### src/rtl/pwm_pkg.sv
// Shared definitions for the PWM bus peripheral: register offsets, CTRL bit
// positions, read FSM states and the byte-strobe merge helper.
package pwm_pkg;

    localparam int unsigned OFF_CTRL     = 32'h00;
    localparam int unsigned OFF_PERIOD   = 32'h04;
    localparam int unsigned OFF_DUTY     = 32'h08;
    localparam int unsigned OFF_PRESCALE = 32'h0C;
    localparam int unsigned OFF_COUNT    = 32'h10;
    localparam int unsigned OFF_STATUS   = 32'h14;

    localparam int CTRL_EN     = 0;
    localparam int CTRL_INV    = 1;
    localparam int CTRL_CLR    = 2;
    localparam int CTRL_IRQ_EN = 3;

    typedef enum logic {
        IDLE    = 1'b0,
        RD_DATA = 1'b1
    } rd_state_t;

    // Replace only the bytes whose strobe bit is set.
    function automatic logic [31:0] apply_strobe(input logic [31:0] old_val,
                                                 input logic [31:0] wdata,
                                                 input logic [3:0]  strb);
        logic [31:0] res;
        res = old_val;
        for (int i = 0; i < 4; i++) begin
            if (strb[i]) res[i*8 +: 8] = wdata[i*8 +: 8];
        end
        return res;
    endfunction

endpackage

### src/rtl/bus_protocol_if.sv
// Simple single-beat register bus between a protocol bridge and a peripheral.
// Handshake: a request is a cycle with wen or ren high; error answers it in the
// same cycle; a read is accepted while request_stall=1 and the bridge holds
// ren/addr until request_stall drops, at which point rdata is valid.
interface bus_protocol_if #(
    parameter int ADDR_WIDTH = 32,
    parameter int DATA_WIDTH = 32
);
    logic                    wen;
    logic                    ren;
    logic [ADDR_WIDTH-1:0]   addr;
    logic [DATA_WIDTH-1:0]   wdata;
    logic [DATA_WIDTH/8-1:0] strobe;
    logic [DATA_WIDTH-1:0]   rdata;
    logic                    error;
    logic                    request_stall;

    modport peripheral_vital (
        input  wen, ren, addr, wdata, strobe,
        output rdata, error, request_stall
    );

    modport bridge (
        output wen, ren, addr, wdata, strobe,
        input  rdata, error, request_stall
    );
endinterface

### src/rtl/pwm_bus_peripheral_core.sv
// PWM engine: prescaler, period counter, active (shadow-loaded) period/duty
// registers and the registered output comparator.
module pwm_core #(
    parameter int CNT_WIDTH = 16,
    parameter int PS_WIDTH  = 8
) (
    input  logic                 clk,
    input  logic                 rst,
    input  logic                 en,
    input  logic                 clr,
    input  logic                 inv,
    input  logic [CNT_WIDTH-1:0] period_sh,
    input  logic [CNT_WIDTH-1:0] duty_sh,
    input  logic [PS_WIDTH-1:0]  prescale,
    output logic [CNT_WIDTH-1:0] count,
    output logic                 wrap,
    output logic                 pwm_out
);

    logic [PS_WIDTH-1:0]  ps_q, ps_d;
    logic [CNT_WIDTH-1:0] count_q, count_d;
    logic [CNT_WIDTH-1:0] period_act_q, period_act_d;
    logic [CNT_WIDTH-1:0] duty_act_q, duty_act_d;
    logic                 pwm_q, pwm_d;

    always_comb begin
        ps_d         = ps_q;
        count_d      = count_q;
        period_act_d = period_act_q;
        duty_act_d   = duty_act_q;
        wrap         = 1'b0;
        if (!en) begin
            ps_d         = '0;
            count_d      = '0;
            period_act_d = period_sh;
            duty_act_d   = duty_sh;
        end else if (clr) begin
            ps_d    = '0;
            count_d = '0;
        // >= keeps the prescaler from running the long way round if PRESCALE shrinks mid-count
        end else if (ps_q >= prescale) begin
            ps_d = '0;
            if (count_q == period_act_q) begin
                count_d      = '0;
                period_act_d = period_sh;
                duty_act_d   = duty_sh;
                wrap         = 1'b1;
            end else begin
                count_d = count_q + CNT_WIDTH'(1);
            end
        end else begin
            ps_d = ps_q + PS_WIDTH'(1);
        end
        pwm_d = (en & (count_q < duty_act_q)) ^ inv;
    end

    always_ff @(posedge clk) begin
        if (rst) begin
            ps_q         <= '0;
            count_q      <= '0;
            period_act_q <= '0;
            duty_act_q   <= '0;
            pwm_q        <= 1'b0;
        end else begin
            ps_q         <= ps_d;
            count_q      <= count_d;
            period_act_q <= period_act_d;
            duty_act_q   <= duty_act_d;
            pwm_q        <= pwm_d;
        end
    end

    assign count   = count_q;
    assign pwm_out = pwm_q;

endmodule

### src/rtl/pwm_bus_peripheral.sv
// Memory-mapped PWM channel: address decode, error response, register file,
// one-wait-state read FSM and the level interrupt.
module pwm_bus_peripheral
    import pwm_pkg::*;
#(
    parameter int ADDR_WIDTH = 32,
    parameter int DATA_WIDTH = 32,
    parameter int CNT_WIDTH  = 16,
    parameter int PS_WIDTH   = 8
) (
    input  logic                     clk,
    input  logic                     rst,
    bus_protocol_if.peripheral_vital bp,
    output logic                     pwm_out,
    output logic                     irq,
    output logic                     dbg_rd_state
);

    logic [3:0]            ctrl_q, ctrl_d;
    logic [CNT_WIDTH-1:0]  period_q, period_d;
    logic [CNT_WIDTH-1:0]  duty_q, duty_d;
    logic [PS_WIDTH-1:0]   prescale_q, prescale_d;
    logic                  wrap_q, wrap_d;
    logic [DATA_WIDTH-1:0] rdata_q, rdata_d;
    rd_state_t             state_q, state_d;

    logic sel_ctrl, sel_period, sel_duty, sel_prescale, sel_count, sel_status;
    logic err, wr_ok, rd_ok, clr, stall;
    logic [31:0] rd_val;
    logic [CNT_WIDTH-1:0] count;
    logic wrap_pulse;

    always_comb begin
        sel_ctrl     = (bp.addr == ADDR_WIDTH'(OFF_CTRL));
        sel_period   = (bp.addr == ADDR_WIDTH'(OFF_PERIOD));
        sel_duty     = (bp.addr == ADDR_WIDTH'(OFF_DUTY));
        sel_prescale = (bp.addr == ADDR_WIDTH'(OFF_PRESCALE));
        sel_count    = (bp.addr == ADDR_WIDTH'(OFF_COUNT));
        sel_status   = (bp.addr == ADDR_WIDTH'(OFF_STATUS));
        err = (bp.wen | bp.ren) &
              ((bp.addr[1:0] != 2'b00) |
               !(sel_ctrl | sel_period | sel_duty | sel_prescale | sel_count | sel_status) |
               (bp.wen & sel_count) |
               (bp.wen & bp.ren));
        wr_ok = bp.wen & !err;
        rd_ok = bp.ren & !err;
    end

    // Register file writes; CLR is a write-only pulse and never stored.
    always_comb begin
        ctrl_d     = ctrl_q;
        period_d   = period_q;
        duty_d     = duty_q;
        prescale_d = prescale_q;
        clr        = 1'b0;
        if (wr_ok && sel_ctrl) begin
            ctrl_d = 4'(apply_strobe(32'(ctrl_q), bp.wdata, bp.strobe)) & 4'b1011;
            clr    = bp.strobe[0] & bp.wdata[CTRL_CLR];
        end
        if (wr_ok && sel_period)
            period_d = CNT_WIDTH'(apply_strobe(32'(period_q), bp.wdata, bp.strobe));
        if (wr_ok && sel_duty)
            duty_d = CNT_WIDTH'(apply_strobe(32'(duty_q), bp.wdata, bp.strobe));
        if (wr_ok && sel_prescale)
            prescale_d = PS_WIDTH'(apply_strobe(32'(prescale_q), bp.wdata, bp.strobe));
        // A wrap in the same cycle as the W1C keeps the flag set.
        wrap_d = wrap_pulse |
                 (wrap_q & ~(wr_ok & sel_status & bp.strobe[0] & bp.wdata[0]));
    end

    always_comb begin
        rd_val = '0;
        if (sel_ctrl)     rd_val = 32'(ctrl_q);
        if (sel_period)   rd_val = 32'(period_q);
        if (sel_duty)     rd_val = 32'(duty_q);
        if (sel_prescale) rd_val = 32'(prescale_q);
        if (sel_count)    rd_val = 32'(count);
        if (sel_status)   rd_val = {31'b0, wrap_q};
    end

    always_comb begin
        state_d = state_q;
        rdata_d = rdata_q;
        stall   = 1'b0;
        case (state_q)
            IDLE: begin
                if (rd_ok) begin
                    stall   = 1'b1;
                    rdata_d = DATA_WIDTH'(rd_val);
                    state_d = RD_DATA;
                end
            end
            RD_DATA: state_d = IDLE;
            default: state_d = IDLE;
        endcase
    end

    always_ff @(posedge clk) begin
        if (rst) begin
            ctrl_q     <= '0;
            period_q   <= '0;
            duty_q     <= '0;
            prescale_q <= '0;
            wrap_q     <= 1'b0;
            rdata_q    <= '0;
            state_q    <= IDLE;
        end else begin
            ctrl_q     <= ctrl_d;
            period_q   <= period_d;
            duty_q     <= duty_d;
            prescale_q <= prescale_d;
            wrap_q     <= wrap_d;
            rdata_q    <= rdata_d;
            state_q    <= state_d;
        end
    end

    pwm_core #(
        .CNT_WIDTH (CNT_WIDTH),
        .PS_WIDTH  (PS_WIDTH)
    ) u_core (
        .clk       (clk),
        .rst       (rst),
        .en        (ctrl_q[CTRL_EN]),
        .clr       (clr),
        .inv       (ctrl_q[CTRL_INV]),
        .period_sh (period_q),
        .duty_sh   (duty_q),
        .prescale  (prescale_q),
        .count     (count),
        .wrap      (wrap_pulse),
        .pwm_out   (pwm_out)
    );

    assign bp.rdata         = rdata_q;
    assign bp.error         = err;
    assign bp.request_stall = stall & ~rst;
    assign irq              = wrap_q & ctrl_q[CTRL_IRQ_EN];
    assign dbg_rd_state     = (state_q == RD_DATA);

endmodule
### src/flat_wrapper.sv
// flat-port wrapper written by rule: the top's interface ports become plain ports
module pwm_bus_peripheral_flat import pwm_pkg::*;
#(
    parameter int ADDR_WIDTH = 32,
    parameter int DATA_WIDTH = 32,
    parameter int CNT_WIDTH  = 16,
    parameter int PS_WIDTH   = 8
)
  (clk, rst, pwm_out, irq, dbg_rd_state, bp_wen, bp_ren, bp_addr, bp_wdata, bp_strobe, bp_rdata, bp_error, bp_request_stall);
  bus_protocol_if #(.ADDR_WIDTH(ADDR_WIDTH), .DATA_WIDTH(DATA_WIDTH)) bp_i ();
  input  logic clk;
  input  logic rst;
  output logic pwm_out;
  output logic irq;
  output logic dbg_rd_state;
  input wire logic [$bits(bp_i.wen)-1:0] bp_wen;
  input wire logic [$bits(bp_i.ren)-1:0] bp_ren;
  input wire logic [$bits(bp_i.addr)-1:0] bp_addr;
  input wire logic [$bits(bp_i.wdata)-1:0] bp_wdata;
  input wire logic [$bits(bp_i.strobe)-1:0] bp_strobe;
  output wire logic [$bits(bp_i.rdata)-1:0] bp_rdata;
  output wire logic [$bits(bp_i.error)-1:0] bp_error;
  output wire logic [$bits(bp_i.request_stall)-1:0] bp_request_stall;
  assign bp_i.wen = bp_wen;
  assign bp_i.ren = bp_ren;
  assign bp_i.addr = bp_addr;
  assign bp_i.wdata = bp_wdata;
  assign bp_i.strobe = bp_strobe;
  assign bp_rdata = bp_i.rdata;
  assign bp_error = bp_i.error;
  assign bp_request_stall = bp_i.request_stall;
  pwm_bus_peripheral #(.ADDR_WIDTH(ADDR_WIDTH), .DATA_WIDTH(DATA_WIDTH), .CNT_WIDTH(CNT_WIDTH), .PS_WIDTH(PS_WIDTH)) u_core (.clk(clk), .rst(rst), .bp(bp_i), .pwm_out(pwm_out), .irq(irq), .dbg_rd_state(dbg_rd_state));
endmodule
### config.mk
export PLATFORM = sky130hd
export DESIGN_NAME = pwm_bus_peripheral_flat
export DESIGN_NICKNAME = d
export VERILOG_FILES = /design/src/rtl/pwm_pkg.sv /design/src/rtl/bus_protocol_if.sv /design/src/rtl/pwm_bus_peripheral_core.sv /design/src/rtl/pwm_bus_peripheral.sv /design/src/flat_wrapper.sv
export SDC_FILE = /design/constraint.sdc
export NUM_CORES = 1
export LEC_CHECK = 0
export ABC_CLOCK_PERIOD_IN_PS = 7600
export CAP_MARGIN = 20
export CORE_ASPECT_RATIO = 0.8
export CORE_MARGIN = 2
export CORE_UTILIZATION = 35
export DETAILED_ROUTE_END_ITERATION = 10
export DONT_BUFFER_PORTS = 1
export SKIP_CTS_REPAIR_TIMING = 1
export SLEW_MARGIN = 20
export SYNTH_ARGS = -nofsm -noshare
export SYNTH_HDL_FRONTEND = slang
export SYNTH_HIERARCHICAL = 1
export SYNTH_SLANG_ARGS = --single-unit
### constraint.sdc
create_clock -name clk -period 7.6 [get_ports clk]
set_input_delay 1.14 -clock clk [delete_from_list [all_inputs] [get_ports clk]]
set_output_delay 1.14 -clock clk [all_outputs]
set_load 0.01 [all_outputs]
==> results of run 1 <==
==> worst reg2reg max path, cell delays in order, from the launching register on <==
cell	delay, ns
sky130_fd_sc_hd__dfxtp_1	0.54
sky130_fd_sc_hd__xor2_1	0.16
sky130_fd_sc_hd__nor4_1	0.60
sky130_fd_sc_hd__nand4_2	0.35
sky130_fd_sc_hd__o21ai_1	0.90
sky130_fd_sc_hd__a21oi_1	0.13
==> metrics by stage <==
stage	instances	area (um^2)	setup WS, ns
floorplan	735	6670	4.01
CTS	963	7250	3.68
finish	963	7260	3.71
detailed placement	931	6670	3.24
global route	963	7260	3.55
global placement	931	6670	3.37
==> cell families after synthesis <==
family	share of synthesized area [%]
other	0.0567
xor gates and xnor gates	3.05
DFF	35.7
and+or+nand+nor	24.3
buffers and inverters	7.12
muxes	11.6
AOI/OAI and AO/OA	13.4
adders and majority gates	4.73
==> synth_stat cells (all sizes together), types with 3 or more instances <==
cell	count
o21ai	17
nand4	18
o22ai	5
xor2	22
nand2	21
and2	8
and3	5
buf	32
a22oi	8
or3	5
a21oi	35
o31ai	18
nand3b	3
mux2i	73
nand3	10
o2bb2ai	15
nor4	13
nor3	4
or4	11
clkbuf	28
a221oi	4
nor2b	4
dfxtp	118
a41oi	3
nor2	19
inv	33
a22o	10
nand2b	124
ha	25
or2	3
==> flip-flops by register name, indices dropped and copies added, names as in the netlist <==
name	count
u_core/u_core/duty_act_q	16
u_core/prescale_q	8
u_core/u_core/ps_q	8
u_core/bp.rdata	16
u_core/wrap_q	1
u_core/ctrl_q	3
u_core/u_core/count	16
u_core/dbg_rd_state	1
u_core/duty_q	16
u_core/period_q	16
u_core/u_core/period_act_q	16
u_core/u_core/pwm_out	1
==> power breakdown <==
part           switching [uW]  total [uW]  internal (uW)  leakage [uW]
sequential       0.0000000203         619            619      0.000950
combinational            18.8        35.1           16.3       0.00137
clock                     300         800            500      0.000275
==> how the worst max path moves through the flow <==
| stage | end | slack (ns) |
|---|---|---|
| after floorplan | bp_request_stall | 4.01 |
| after global placement | u_core/u_core/duty_act_q[13] | 3.37 |
| after detailed placement | u_core/u_core/period_act_q[11] | 3.24 |
| after CTS | u_core/u_core/period_act_q[2] | 3.68 |
| after global routing | u_core/u_core/count[7] | 3.55 |
| final | bp_request_stall | 3.71 |
==> metal layers <==
metal | up-vias | global-route usage, % | share of wire, %
li1 | 2490 | - | -
met1 | 2480 | 25.4 | 51
met2 | 130 | 24.3 | 43
met3 | 21 | 3.83 | 4.8
met4 | 0 | 5.88 | 1.5
met5 | - | 0 | 0
==> layout make-up <==
cell class              count  area, um^2
inverters                  33         124
flip-flops and latches    118        2360
clock buffers              21         460
repair buffers              3        22.5
clock inverters            11         126
well taps                 253         317
multi-input cells         524        3850
fillers                  1835       11100
==> summary.md, run 1 <==
| Metric | Value |
|---|---|
| Clock slew at reported path FFs | approximately 0.050 ns |
| Path type of the worst min-delay path | reg -> reg |
| Internal reg-to-reg setup slack | roughly 4.8 ns |
| Chain of cells forming the critical path | nor4_2 > nand4_2 > nor4b_2 > and2_1 |
| Iteration count of the initial detailed-routing pass | 5 |
| Clock tree from TritonCTS | built |
| Warnings, synthesis | 6 |
| Post-layout power | about 1500 uW |
| Final critical path time including I/O delays and setup | 3.89 ns |
| Antenna viol nets, final | 0 |
| P&R area growth vs syn | 9.88% |
| Power Dens Cells | between 200 and 250 nW/um^2 |
| Crit. path cell count | 4 |
| Final count of negative-setup-slack endpoints | 0 |
| Util after Layout | approximately 40% |
| Top cell family by delay on the critical path | simple AND/OR/NAND/NOR gates |
| Lkg Pwr | roughly 0.0026 uW |
| Bufs and invs on worst path | 0 |
| CP max stage cell | sky130_fd_sc_hd__nor4b_2 |
| Routed via count divided by cell count | 5.32 |
| FF-to-FF End | u_core/u_core/count[7] |
| CP startpoint kind | input port |
| Worst slew pin tran | about 1.0 ns |
| Count of distinct cell types in the synthesized netlist | 57 |
| Post-route clock skew | 0.0130 ns |
| Fraction of final layout cells sized beyond drive strength 1 | under 10% |
| Die Height | ~130 um |
| Top fanout value on the critical path | 15 |
| DPL Wire Length | approximately 12,000 um |
| # rows | 44 |
| Hold wc startpoint | u_core/u_core/duty_act_q[6] |
| CP Data Required Time | between 6 and 7 ns |
| DIE AREA | ~20,000 um^2 |
| Number of antenna violations at the first check in global routing | 0 |
| Crit path arrival time | approximately 2.8 ns |
| Instance count of the mapped netlist | slightly above 700 |
| Number of enable flip-flop cells after synthesis | 0 |
| Stage delay of the slowest cell on the critical path | between 0.5 and 0.6 ns |
| Proportion of netlist area held by the largest area contributor | 35.7% |
| Peak supply drop | about 0.14 mV |
| I/O pin cnt | 109 |
| Max Cap Violations | 0 |
| Net total in the final layout | slightly below 800 |
| Maximum operating frequency | 0.257 GHz |
| Final hold slack | ~0.48 ns |
| Result of the run | completed |
| Number of DRC violations after detailed routing | 0 |
| Clock Sink Count | around 120 |
| Hold Path Cell Cnt | 2 |
| Commonest cells after routing, fill and taps aside | sky130_fd_sc_hd__nand2b_1 (124), sky130_fd_sc_hd__dfxtp_1 (118), sky130_fd_sc_hd__mux2i_1 (73), sky130_fd_sc_hd__a21oi_1 (35), sky130_fd_sc_hd__inv_1 (33) |
| Number of levels the H-tree was split into | 4 |
| WL per Instance | around 17 um |
| Clk Latency, worst-skew pair | 0.41 ns |
| Buffers on Ports | 0 |
| Portion of the post-synthesis area used by sequential elements | around 36% |
| Final worst path period share | between 50% and 60% |
| Cell type contributing the most total cell area after synthesis | sky130_fd_sc_hd__dfxtp_1 |
| Critical path origin | bp_addr[10] |
| Clk root buf | sky130_fd_sc_hd__clkbuf_16 |
| Setup repair after global routing missed its margin | false |
| Share of flip-flops with an asynchronous set or reset after synthesis | 0% |
| Destination of the worst hold path | u_core/u_core/duty_act_q[6] |
| First-pass GRT wire length | about 27,000 um |
| Die Span X | between 150 and 200 um |
| Worst setup EP type | output pin |
| Total detailed-routing wirelength | 16,600 um |
| Final hold violations | 0 |
| Number of buffers inserted during clock tree synthesis | 17 |
| Core area | between 15,000 and 20,000 um^2 |
| Average size of a mapped cell | between 9 and 10 um^2 |
| Global-route congestion overflow total | 0 |
| Ranking of synthesized cells by area | sky130_fd_sc_hd__dfxtp_1 (36%), sky130_fd_sc_hd__nand2b_1 (12%), sky130_fd_sc_hd__mux2i_1 (11%), sky130_fd_sc_hd__ha_1 (4.7%), sky130_fd_sc_hd__xor2_1 (2.9%) |
| Post-route setup TNS | 0 ns |
| Worst Reg-to-Reg Cells | 5 |
| Number of global-route vias before repair | between 4,000 and 5,000 |
| Fin. max-slew vios | 0 |
| Seq cells post-synth | about 120 |
| Reg-to-reg startpoint | u_core/u_core/count[7] |
| Dominant synthesized flop cell | sky130_fd_sc_hd__dfxtp_1 |
| Buffers from clock root to sink, at most | 2 |
| Worst-case headroom to the max-slew limit | between 30% and 40% |
| Cell area after technology mapping | roughly 6600 um^2 |
| Vias after detailed routing | a little over 5,000 |
| Starting Density | a little over a third |
| Category of the most critical setup path | in -> out |
| Initial drt markers | about 350 |
| GP Congestion | ~0.8 |
| Antenna diode count | 0 |
| Pin count of the biggest net entering global routing | ~130 |
| Aggregate global-route resource usage | around 17% |
| Most common cell after layout, fill and taps aside | sky130_fd_sc_hd__nand2b_1 |
Power figures use the tool's default switching activity.
==> run 2: changes to the inputs <==
--- a/config.mk
+++ b/config.mk
@@ -5,7 +5,7 @@
 export SDC_FILE = /design/constraint.sdc
 export NUM_CORES = 1
 export LEC_CHECK = 0
-export ABC_CLOCK_PERIOD_IN_PS = 7600
+export ABC_CLOCK_PERIOD_IN_PS = 3670
 export CAP_MARGIN = 20
 export CORE_ASPECT_RATIO = 0.8
 export CORE_MARGIN = 2
==> constraint.sdc (replaced) <==
create_clock -name clk -period 3.67 [get_ports clk]
set_input_delay 0.5505 -clock clk [delete_from_list [all_inputs] [get_ports clk]]
set_output_delay 0.5505 -clock clk [all_outputs]
set_load 0.01 [all_outputs]
==> run 2 against run 1 <==
Net effect: combinational power rose by 110%; sequential share of layout area fell by 0.47 points; clock skew fell by 0.0014 ns.
==> summary.md, run 2 (synthesized netlist as in run 1, its figures left out) <==
| Metric | Value |
|---|---|
| Post-route clock skew | around 0.012 ns |
| Internal reg-to-reg setup slack | roughly 0.91 ns |
| Final count of negative-setup-slack endpoints | 0 |
| Result of the run | completed |
| Power Dens Cells | about 430 nW/um^2 |
| Switching power share of the total | 20.1% |
| Internal Power | between 2000 and 3000 uW |
| Bufs and invs on worst path | 2 |
| DPL Wire Length | between 10,000 and 15,000 um |
| Hold Path Cell Cnt | 2 |
| Antenna diode count | 0 |
| Aggregate global-route resource usage | roughly 17% |
| Setup repair after global routing missed its margin | false |
| Final-layout fill cell count | 1,805 |
| WL per Instance | 16.9 um |
| FF-to-FF End | u_core/u_core/count[10] |
| Clk root buf | sky130_fd_sc_hd__clkbuf_16 |
| Util after Layout | approximately two fifths |
| Buffers on Ports | 0 |
| Switching power | around 630 uW |
| Path type of the worst min-delay path | in -> reg |
| Max Cap Violations | 0 |
| Buffers from clock root to sink, at most | 2 |
| First-pass GRT wire length | 26,200 um |
| P&R area growth vs syn | 11.5% |
| GP Congestion | approximately 0.78 |
| Top fanout value on the critical path | 37 |
| Routed via count divided by cell count | about 5.2 |
| Area used by multi-input combinational logic | 3840 um^2 |
| DIE AREA | 20,000 um^2 |
| Final hold violations | 0 |
| Portion of total power attributed to sequential cells | between 40% and 50% |
| I/O pin cnt | 109 |
| Starting Density | 36.0% |
| Share of power burned in the clock network | roughly 57% |
| Final worst path period share | between 70 and 80% |
| Iteration count of the initial detailed-routing pass | 5 |
| Number of DRC violations after detailed routing | 0 |
| Post-route setup TNS | 0 ns |
| Clk Latency, worst-skew pair | 0.42 ns |
| Maximum operating frequency | around 0.36 GHz |
| Worst-case headroom to the max-slew limit | a little over a third |
| Fin. max-slew vios | 0 |
| Combinational group share of total power | approximately 2.3% |
| CP max stage cell | sky130_fd_sc_hd__dfxtp_1 |
| # rows | 44 |
| Antenna viol nets, final | 0 |
| Area used by sequential logic in the layout | 2360 um^2 |
| Peak supply drop | ~0.26 mV |
| Global-route congestion overflow total | 0 |
| Number of global-route vias before repair | 4,672 |
| Hold wc startpoint | bp_wdata[13] |
| Destination of the worst hold path | u_core/duty_q[13] |
| Number of antenna violations at the first check in global routing | 0 |
| Fraction of final layout cells sized beyond drive strength 1 | about 8.4% |
| CP Data Required Time | 4.00 ns |
| Most common cell after layout, fill and taps aside | sky130_fd_sc_hd__nand2b_1 |
| Stage delay of the slowest cell on the critical path | ~0.44 ns |
| Met2 GRT Util | approximately a quarter |
| Chain of cells forming the critical path | inv_1 > ha_1 > nand2b_1 > a2111o_1 > a31oi_2 > buf_4 > o21ai_1 > a21oi_1 |
| Reg-to-reg startpoint | u_core/u_core/ps_q[0] |
| Net total in the final layout | 802 |
| Met3 usage | 3.35% |
| Clock slew at reported path FFs | around 0.060 ns |
| Clock Sink Count | 118 |
| Initial drt markers | around 390 |
| Total detailed-routing wirelength | roughly 16,000 um |
| Commonest cells after routing, fill and taps aside | sky130_fd_sc_hd__nand2b_1 (124), sky130_fd_sc_hd__dfxtp_1 (118), sky130_fd_sc_hd__mux2i_1 (73), sky130_fd_sc_hd__a21oi_1 (35), sky130_fd_sc_hd__inv_1 (33) |
| Lkg Pwr | 0.00267 uW |
| Worst Reg-to-Reg Cells | 8 |
| Vias after detailed routing | between 5,000 and 6,000 |
| Worst slew pin tran | 0.952 ns |
| Number of buffers inserted during clock tree synthesis | 17 |
| Met1 GRT Util | ~25% |
| Category of the most critical setup path | reg -> reg |
| Core area | 18,300 um^2 |
| CP startpoint kind | register |
| Top cell family by delay on the critical path | compound AO/OA/AOI/OAI gates |
| Die Height | approximately 130 um |
| Number of levels the H-tree was split into | 4 |
| Crit path arrival time | roughly 3.1 ns |
| Busiest layer in global routing | met1 |
| Die Span X | between 150 and 200 um |
| Worst setup EP type | register |
| Pin count of the biggest net entering global routing | about 130 |
| Final critical path time including I/O delays and setup | around 2.8 ns |
| Clock tree from TritonCTS | built |
## run 2: cell type report
type / instances / area share [%]
multi-input combinational: 524 / 52.1
sequential: 118 / 32.1
clock buffer: 22 / 6.57
tap: 253 / 4.30
clock inverter: 8 / 1.99
inverter: 33 / 1.68
timing repair buffer: 11 / 1.29
## run 2: worst reg2reg max path: stages (launching register included)
cell	delay, ns
sky130_fd_sc_hd__dfxtp_1	0.44
sky130_fd_sc_hd__inv_1	0.07
sky130_fd_sc_hd__ha_1	0.26
sky130_fd_sc_hd__nand2b_1	0.15
sky130_fd_sc_hd__a2111o_1	0.42
sky130_fd_sc_hd__a31oi_2	0.29
sky130_fd_sc_hd__buf_4	0.38
sky130_fd_sc_hd__o21ai_1	0.41
sky130_fd_sc_hd__a21oi_1	0.26
## run 2: how the worst max path moves through the flow
stage                          startpoint                       to  slack [ns]  depth (start not counted)
floorplan                     bp_addr[19]   u_core/u_core/count[0]        1.08                          9
global placement              bp_addr[19]   u_core/u_core/count[0]        0.81                          9
detailed placement            bp_addr[26]   u_core/u_core/count[0]        0.77                          9
CTS                 u_core/u_core/ps_q[0]  u_core/u_core/count[10]        0.88                          8
global route        u_core/u_core/ps_q[0]  u_core/u_core/count[11]        0.74                          8
finish              u_core/u_core/ps_q[0]  u_core/u_core/count[10]        0.91                          8
## run 2: metrics by stage
step / cell area (um^2) / hold slack, ns / setup WS [ns] / instances / power [uW]
3_5_place_dp: 6740 / 0.466 / 0.767 / 939 / 1380
6_report: 7370 / 0.282 / 0.905 / 969 / 3150
4_1_cts: 7370 / 0.222 / 0.883 / 969 / 3170
2_1_floorplan: 6670 / 0.448 / 1.08 / 735 / 1400
3_3_place_gp: 6740 / 0.463 / 0.807 / 939 / 1380
5_1_grt: 7370 / 0.254 / 0.742 / 969 / 3230
## run 2: power groups by stage
stage	sequential (uW)	clock [uW]	combinational, uW
floorplan	1310	0	93.0
global placement	1310	0	72.3
detailed placement	1310	0	72.3
CTS	1280	1820	72.4
global route	1280	1870	78.9
finish	1280	1790	73.1
## run 2: per-layer routing
metal  part of all wire [%]  routed length (um)
met1                     52                8560
met4                    1.3                 214
met5                      0                   0
met2                     42                6940
met3                    4.2                 695
